### src/rtl/lcd_frame_scheduler.sv
// Frame scheduler for the dual-controller 128x64 LCD driver: periodic/forced start strobes,
// end-of-frame detection, watchdog and graphic-RAM double-buffer swap. Optional LCD_FRAME_STATS_EN.
module lcd_frame_scheduler #(
    parameter int REFRESH_DIV = 2_000_000,
    parameter int START_PULSE = 4,
    parameter int TIMEOUT     = 8192
) (
    input  logic       clk,
    input  logic       rst,
    input  logic       en_i,
    input  logic       force_i,
    input  logic       rnd_done_i,
    output logic       rnd_ready_o,
    output logic       buf_sel_o,
    output logic       drv_start_o,
    input  logic [9:0] drv_addr_i,
    output logic       busy_o,
    output logic [7:0] frame_cnt_o,
    output logic       timeout_o,
    output logic [7:0] drop_cnt_o
);

    localparam int TW = $clog2(REFRESH_DIV);
    localparam int WW = $clog2(TIMEOUT);
    localparam int PW = $clog2(START_PULSE);

    localparam logic [1:0] S_IDLE  = 2'd0;
    localparam logic [1:0] S_PULSE = 2'd1;
    localparam logic [1:0] S_WAIT  = 2'd2;

    logic [1:0]    r_state;
    logic [1:0]    w_state_next;
    logic [TW-1:0] r_timer;
    logic          r_frame_req;
    logic          r_swap_pend;
    logic          r_rnd_ready;
    logic          r_buf_sel;
    logic          r_drv_start;
    logic          r_busy;
    logic [PW-1:0] r_pcnt;
    logic [WW-1:0] r_wdog;
    logic [9:0]    r_addr_prev;
    logic [7:0]    r_frame_cnt;
    logic          r_timeout;

    logic w_tick;
    logic w_req_in;
    logic w_start;
    logic w_pulse_end;
    logic w_frame_done;
    logic w_wd_expire;

    assign w_tick       = en_i && (r_timer == TW'(REFRESH_DIV - 1));
    assign w_req_in     = w_tick || force_i;
    assign w_start      = (r_state == S_IDLE) && r_frame_req;
    assign w_pulse_end  = (r_state == S_PULSE) && (r_pcnt == PW'(START_PULSE - 1));
    // End of frame is the wrap of the driver's address from the last cell back to zero.
    assign w_frame_done = (r_state == S_WAIT) && (r_addr_prev == 10'h3FF) && (drv_addr_i == 10'h000);
    assign w_wd_expire  = (r_state == S_WAIT) && !w_frame_done && (r_wdog == WW'(TIMEOUT - 1));

    always_comb begin
        w_state_next = r_state;
        case (r_state)
            S_IDLE:  if (r_frame_req) w_state_next = S_PULSE;
            S_PULSE: if (w_pulse_end) w_state_next = S_WAIT;
            S_WAIT:  if (w_frame_done || w_wd_expire) w_state_next = S_IDLE;
            default: w_state_next = S_IDLE;
        endcase
    end

    always_ff @(posedge clk or posedge rst) begin
        if (rst) begin
            r_state <= S_IDLE;
            r_busy  <= 1'b0;
        end else begin
            r_state <= w_state_next;
            r_busy  <= (w_state_next != S_IDLE);
        end
    end

    // Single-level request: anything arriving while one is pending merges into it.
    always_ff @(posedge clk or posedge rst) begin
        if (rst) begin
            r_timer     <= '0;
            r_frame_req <= 1'b0;
        end else begin
            if (!en_i || w_tick)
                r_timer <= '0;
            else
                r_timer <= r_timer + TW'(1);

            if (w_start)
                r_frame_req <= 1'b0;
            else if (w_req_in)
                r_frame_req <= 1'b1;
        end
    end

    // Swap only on the frame-start edge so the driver never sees the buffer change mid-frame.
    always_ff @(posedge clk or posedge rst) begin
        if (rst) begin
            r_swap_pend <= 1'b0;
            r_rnd_ready <= 1'b1;
            r_buf_sel   <= 1'b0;
        end else if (w_start && r_swap_pend) begin
            r_buf_sel   <= ~r_buf_sel;
            r_swap_pend <= 1'b0;
            r_rnd_ready <= 1'b1;
        end else if (rnd_done_i && r_rnd_ready) begin
            r_swap_pend <= 1'b1;
            r_rnd_ready <= 1'b0;
        end
    end

    always_ff @(posedge clk or posedge rst) begin
        if (rst) begin
            r_drv_start <= 1'b0;
            r_pcnt      <= '0;
            r_wdog      <= '0;
            r_addr_prev <= '0;
            r_frame_cnt <= '0;
            r_timeout   <= 1'b0;
        end else begin
            case (r_state)
                S_IDLE: begin
                    if (w_start) begin
                        r_drv_start <= 1'b1;
                        r_pcnt      <= '0;
                    end
                end
                S_PULSE: begin
                    r_pcnt      <= r_pcnt + PW'(1);
                    r_wdog      <= '0;
                    r_addr_prev <= '0;
                    if (w_pulse_end)
                        r_drv_start <= 1'b0;
                end
                S_WAIT: begin
                    r_addr_prev <= drv_addr_i;
                    r_wdog      <= r_wdog + WW'(1);
                    if (w_frame_done)
                        r_frame_cnt <= r_frame_cnt + 8'd1;
                    if (w_wd_expire)
                        r_timeout <= 1'b1;
                end
                default: r_drv_start <= 1'b0;
            endcase
        end
    end

`ifdef LCD_FRAME_STATS_EN
    logic [7:0] r_drop_cnt;

    always_ff @(posedge clk or posedge rst) begin
        if (rst)
            r_drop_cnt <= 8'd0;
        else if (w_req_in && r_frame_req && (r_drop_cnt != 8'hFF))
            r_drop_cnt <= r_drop_cnt + 8'd1;
    end

    assign drop_cnt_o = r_drop_cnt;
`else
    assign drop_cnt_o = 8'd0;
`endif

    assign rnd_ready_o = r_rnd_ready;
    assign buf_sel_o   = r_buf_sel;
    assign drv_start_o = r_drv_start;
    assign busy_o      = r_busy;
    assign frame_cnt_o = r_frame_cnt;
    assign timeout_o   = r_timeout;

endmodule

### config.mk
export PLATFORM = sky130hd
export DESIGN_NAME = lcd_frame_scheduler
export DESIGN_NICKNAME = d
export VERILOG_FILES = /design/src/rtl/lcd_frame_scheduler.sv
export SDC_FILE = /design/constraint.sdc
export NUM_CORES = 1
export LEC_CHECK = 0
export CAP_MARGIN = 20
export CORE_MARGIN = 2
export CORE_UTILIZATION = 35
export CTS_CLUSTER_SIZE = 30
export DETAILED_ROUTE_END_ITERATION = 6
export GPL_ROUTABILITY_DRIVEN = 0
export PLACE_DENSITY = 0.56
export SKIP_LAST_GASP = 1
export SYNTH_ARGS = -nofsm -noshare
export SYNTH_HDL_FRONTEND = slang
export SYNTH_SLANG_ARGS = --single-unit
export TNS_END_PERCENT = 30
### constraint.sdc
create_clock -name clk -period 2.7 [get_ports clk]
set_input_delay 0.405 -clock clk [delete_from_list [all_inputs] [get_ports clk]]
set_output_delay 0.405 -clock clk [all_outputs]
set_load 0.01 [all_outputs]
# After elaboration in Yosys (flattened, before gate mapping)
# Index checks and enable logic that the tools add are counted.
# word_totals
reg_bits,63
output_inout_bits,21
# op_classes
addsub,4
n_eq_ne,8
n_mux,18
n_bitwise,2
n_reduce_logical,25
# op_table
cell,n
one-hot mux 13 bit (2 select lines),1
"adder 21 x 1 -> 21 bit, second input constant",1
"equality test 21 bit, second input constant",1
two-way mux 21 bit,1
one-hot mux 10 bit (2 select lines),1
"adder 13 x 1 -> 13 bit, second input constant",1
"equality test 13 bit, second input constant",1
"equality test 10 bit, second input constant",1
zero test 10 bit,1
nonzero test 2 bit,5
logical AND 1 bit,9
"adder 8 x 1 -> 8 bit, second input constant",1
two-way mux 1 bit,8
two-way mux 2 bit,4
one-hot mux 2 bit (3 select lines),1
AND reduction 2 bit,3
"equality test 2 bit, second input constant",2
"!= test 2 bit, second input constant",2
one-hot mux 2 bit (2 select lines),1
logical OR 1 bit,3
one-hot mux 1 bit (3 select lines),1
AND reduction 3 bit,1
"adder 2 x 1 -> 2 bit, second input constant",1
"equality test 2 x 1 -> 1 bit, second input constant",1
3 further kinds,5

# Logic depth before layout (Yosys ltp)
# logic_depth
word_depth,10
ltp_mapped,7
ltp_nobuf,6

# Least setup slack after synthesis
# Ideal clock, no wire load.
# synth_path
path_kind,flip-flop to flip-flop
start,register r_state[0]
end,"register r_frame_cnt[1], in the netlist frame_cnt_o[1]"
setup_ns,0.128
arrival_time_ns,1.842
slack_ns,0.730
path_stages_with_launch,7
n_path_buf,0
cell_sequence,dfrtp_1 -> inv_1 -> ha_1 -> or4b_4 -> nor4_2 -> and2_1 -> mux2_1
# synth_via
elab_chain_len,4
# synth_rtl
element,line,text
start: declaration,31,logic [1:0] r_state;
start signal: assignment,76,r_state <= w_state_next;
equality test 2 bit *,"58, 124",
logical AND 1 bit (2 in series),58,assign w_frame_done = (r_state == S_WAIT) && (r_addr_prev == 10'h3FF) && (drv_addr_i == 10'h000);
AND reduction 2 bit (no line) *,-,
end signal: assignment,142,r_frame_cnt <= r_frame_cnt + 8'd1;
end: declaration,43,logic [7:0] r_frame_cnt;
# Mark *: on every way between the ends. The rest lies on a longest branch, timed or not.
# A chain may end at the register's enable or synchronous reset.

# Final worst setup path
# Same ends and word-level chain as after synthesis.

==> impl_metrics.prom <==
# TYPE chip_impl_metric gauge
chip_impl_metric{name="syn_area",unit="mm2"} 0.00319
chip_impl_metric{name="power_leakage",unit="nW"} 1.59
chip_impl_metric{name="totalNegativeSetupSlack",unit="ns"} 0
chip_impl_metric{name="cts_htree_levels",unit=""} 3
chip_impl_info{name="critical_path.startpoint_type",value="register"} 1
chip_impl_metric{name="routed_len_inst",unit="um"} 12.9
chip_impl_metric{name="layout.area.seq",unit="mm2"} 0.00158
chip_impl_info{name="most-common-layout-cells",value="62 x sky130_fd_sc_hd__dfrtp_1, 32 x sky130_fd_sc_hd__nand2_1, 27 x sky130_fd_sc_hd__clkdlybuf4s50_1"} 1
chip_impl_metric{name="met3RoutedLength",unit="um"} 192
chip_impl_metric{name="util_after_layout",unit="%"} 42.9
chip_impl_metric{name="multi_input_comb_area",unit="mm2"} 0.00144
chip_impl_metric{name="period_share",unit="%"} 79.2
chip_impl_metric{name="place.detailed.hpwl",unit="mm"} 4.23
chip_impl_metric{name="die_height",unit="um"} 99.4
chip_impl_metric{name="synth_enable_flop_cells",unit=""} 0
chip_impl_metric{name="worst_skew_pair.late_latency",unit="ns"} 0.34
chip_impl_metric{name="filler_cells_inserted",unit=""} 842
chip_impl_metric{name="netlist_instances",unit=""} 332
chip_impl_metric{name="num_rows",unit=""} 34
chip_impl_metric{name="worst_slew_margin_rel",unit="%"} 55.8
chip_impl_metric{name="max_clock_skew",unit="ns"} 0.00576
chip_impl_metric{name="flow.area_growth_from_synthesis",unit="%"} 17.9
chip_impl_metric{name="numCtsBuffers",unit=""} 9
chip_impl_metric{name="io_pins",unit=""} 36
chip_impl_metric{name="cts_post_setup_buffers_inserted",unit=""} 0
chip_impl_metric{name="drtIter0Drc",unit=""} 100
chip_impl_metric{name="grt_use_total",unit="%"} 14.1
chip_impl_metric{name="dp.cells",unit=""} 460
chip_impl_metric{name="instances_no_fill",unit=""} 476
chip_impl_info{name="result_of_the_run",value="complete, no violations"} 1
chip_impl_metric{name="timing.final.max_slew_violations",unit=""} 0
chip_impl_metric{name="largest_net_degree_at_the_start_of_global_routing",unit=""} 64
chip_impl_metric{name="antenna_cells_inserted",unit=""} 0
chip_impl_info{name="top_routing_layer_in_use",value="met4"} 1
chip_impl_metric{name="cts-root-to-sink-buffers",unit=""} 2
chip_impl_metric{name="ctsResizeCount",unit=""} 0
chip_impl_metric{name="first_pass_grt_wire_length",unit="mm"} 11.1
chip_impl_metric{name="finalNetCount",unit=""} 386
chip_impl_metric{name="die-area",unit="mm2"} 0.00989
chip_impl_metric{name="post-route-min-period",unit="ns"} 2.14
chip_impl_metric{name="ys_seq_elements",unit=""} 63
chip_impl_metric{name="fp.coreArea",unit="mm2"} 0.00876
chip_impl_metric{name="ant_nets",unit=""} 0
chip_impl_metric{name="synthArstFlopShare",unit="%"} 100
chip_impl_info{name="mostFrequentLayoutCell",value="sky130_fd_sc_hd__dfrtp_1"} 1
chip_impl_metric{name="ctsHoldBuffers",unit=""} 0
chip_impl_metric{name="vdd_drop_max",unit="mV"} 0.253
chip_impl_metric{name="tritoncts_num_sinks",unit=""} 63
chip_impl_metric{name="drc_errors",unit=""} 0
chip_impl_metric{name="die_width",unit="um"} 99.4
chip_impl_metric{name="post_route_cells_drive_above_1_share",unit="%"} 7.88
chip_impl_info{name="path_class",value="register to register"} 1
chip_impl_metric{name="met1_length",unit="mm"} 3.06
chip_impl_metric{name="ys.warnings.count",unit=""} 0
chip_impl_info{name="ys_dominant_reg_cell",value="sky130_fd_sc_hd__dfrtp_1"} 1
chip_impl_metric{name="detailroute.wirelength.met2",unit="mm"} 2.73
chip_impl_metric{name="floorplan.initialDensity",unit="%"} 36.4
chip_impl_metric{name="via_count_of_the_first_global_routing_pass",unit=""} 2318
chip_impl_metric{name="worst_slew_pin_tran",unit="ns"} 0.654
chip_impl_metric{name="synth.distinct_cells",unit=""} 46
chip_impl_metric{name="max_cap_violations",unit=""} 0
chip_impl_metric{name="overflow",unit=""} 0
chip_impl_info{name="rsz0062_at_grt",value="false"} 1
chip_impl_metric{name="worst_ep_arrival_time",unit="ns"} 2.37
chip_impl_metric{name="ys_seq_area_share",unit="%"} 49.5
chip_impl_info{name="setup.worst_path.end_class",value="register"} 1
chip_impl_metric{name="finalSetupViolCount",unit=""} 0
chip_impl_metric{name="maximum_frequency_from_static_timing_analysis",unit="GHz"} 0.468
chip_impl_info{name="cts_tree",value="yes"} 1
chip_impl_metric{name="critical_path_required",unit="ns"} 2.93
chip_impl_info{name="holdCritPathClass",value="primary input to async pin"} 1
chip_impl_info{name="cts.root.buffer_cell",value="sky130_fd_sc_hd__clkbuf_8"} 1
chip_impl_metric{name="path_clk_slew",unit="ns"} 0.07
chip_impl_metric{name="report.final.hold_viol_count",unit=""} 0
chip_impl_metric{name="path_max_fanout",unit=""} 3
chip_impl_metric{name="synthesis.area_per_instance",unit="um2"} 9.60
chip_impl_metric{name="antenna_found_initial",unit=""} 0
chip_impl_metric{name="router_iterations_before_antenna_repair",unit=""} 5
chip_impl_metric{name="vias",unit=""} 2423
chip_impl_metric{name="port-buffer-count",unit=""} 27
chip_impl_metric{name="postRouteWirelength",unit="mm"} 6.15
chip_impl_metric{name="powerDensity",unit="mW/mm2"} 672
chip_impl_metric{name="vias_per_cell",unit=""} 5.09
chip_impl_metric{name="fin_hold_ws",unit="ns"} 0.433
-- power by group --
group	internal (mW)	switching [mW]	leakage, nW
Combinational	0.256	0.352	0.629
Clock	0.446	0.373	0.0981
Sequential	1.04	0.0602	0.860
Total	1.74	0.785	1.59
-- layer usage --
layer,vias to the layer above,track usage [%]
met5,-,0
met4,0,7.90
met3,13,2.74
met2,41,20.5
met1,1173,19.7
li1,1196,-
-- worst max-delay path: stages (launching register included) --
cell and delay, ns:
sky130_fd_sc_hd__dfrtp_1 0.40, sky130_fd_sc_hd__inv_1 0.11, sky130_fd_sc_hd__ha_1 0.22, sky130_fd_sc_hd__or4b_4 0.51, sky130_fd_sc_hd__nor4_2 0.22, sky130_fd_sc_hd__and2_1 0.24, sky130_fd_sc_hd__mux2_1 0.33
-- metrics by stage --
| step | total power [mW] | cell area [um2] | setup WS, ns |
|---|---|---|---|
| final | 2.52 | 3760 | 0.561 |
| after global routing | 2.71 | 3760 | 0.421 |
| after CTS | 2.56 | 3760 | 0.550 |
| after detailed placement | 1.73 | 3560 | 0.372 |
| after global placement | 1.72 | 3560 | 0.403 |
| after floorplan | 1.54 | 3210 | 0.727 |
-- area by class of cell --
type | count | share of cell area (%)
clock buffer | 10 | 3.66
clock inverter | 6 | 1.60
timing repair buffer | 31 | 8.32
tap | 108 | 3.60
sequential | 63 | 42.0
multi-input combinational | 232 | 38.2
inverter | 26 | 2.60
-- cells in the mapped netlist, drive strengths merged, types with 3 or more instances --
cell type,n,share of area [%]
xnor2,14,3.8
inv,26,3.1
or4,4,1.1
a21oi,14,2.2
ha,8,3.1
a21o,3,0.71
nand4,13,3.2
nand2,32,3.8
nor2,21,2.5
and3,4,0.78
or3,9,1.8
nand3,20,3.3
xor2,9,2.5
and2,8,1.6
o31ai,4,0.94
and4,3,0.82
buf,9,2.1
o21ai,27,4.2
nor3,7,1.1
nor4,5,1.6
dfrtp,62,49
clkbuf,9,1.1
-- cells by family after synthesis --
kind of cell / share of synthesized area (%)
buffers and inverters: 6.24
muxes: 0.667
and+or+nand+nor: 23.4
xor gates and xnor gates: 6.32
other: 0.118
adders and majority gates: 3.14
AOI/OAI and AO/OA: 10.7
DFF: 49.5
-- path summary, 6_finish.rpt --
kind                       slack (ns)             end       start  cells past startpoint
min in group clk                 0.46      r_timer[0]  r_timer[0]                      1
max in group asynchronous        1.95     rnd_ready_o         rst                      3
setup reg to reg                 0.56  frame_cnt_o[1]  r_state[0]                      6
hold / removal                   0.43     r_timer[17]         rst                      3
hold reg to reg                  0.46      r_timer[0]  r_timer[0]                      1
setup / recovery                 0.56  frame_cnt_o[1]  r_state[0]                      6
-- registers in the layout, indices dropped and copies added (netlist names) --
signal,count
buf_sel_o,1
busy_o,1
drv_start_o,1
frame_cnt_o,8
r_addr_prev,10
r_frame_req,1
r_pcnt,2
r_state,2
r_swap_pend,1
r_timer,21
r_wdog,13
rnd_ready_o,1
timeout_o,1
Note: power is estimated with default switching activity, not from simulation.
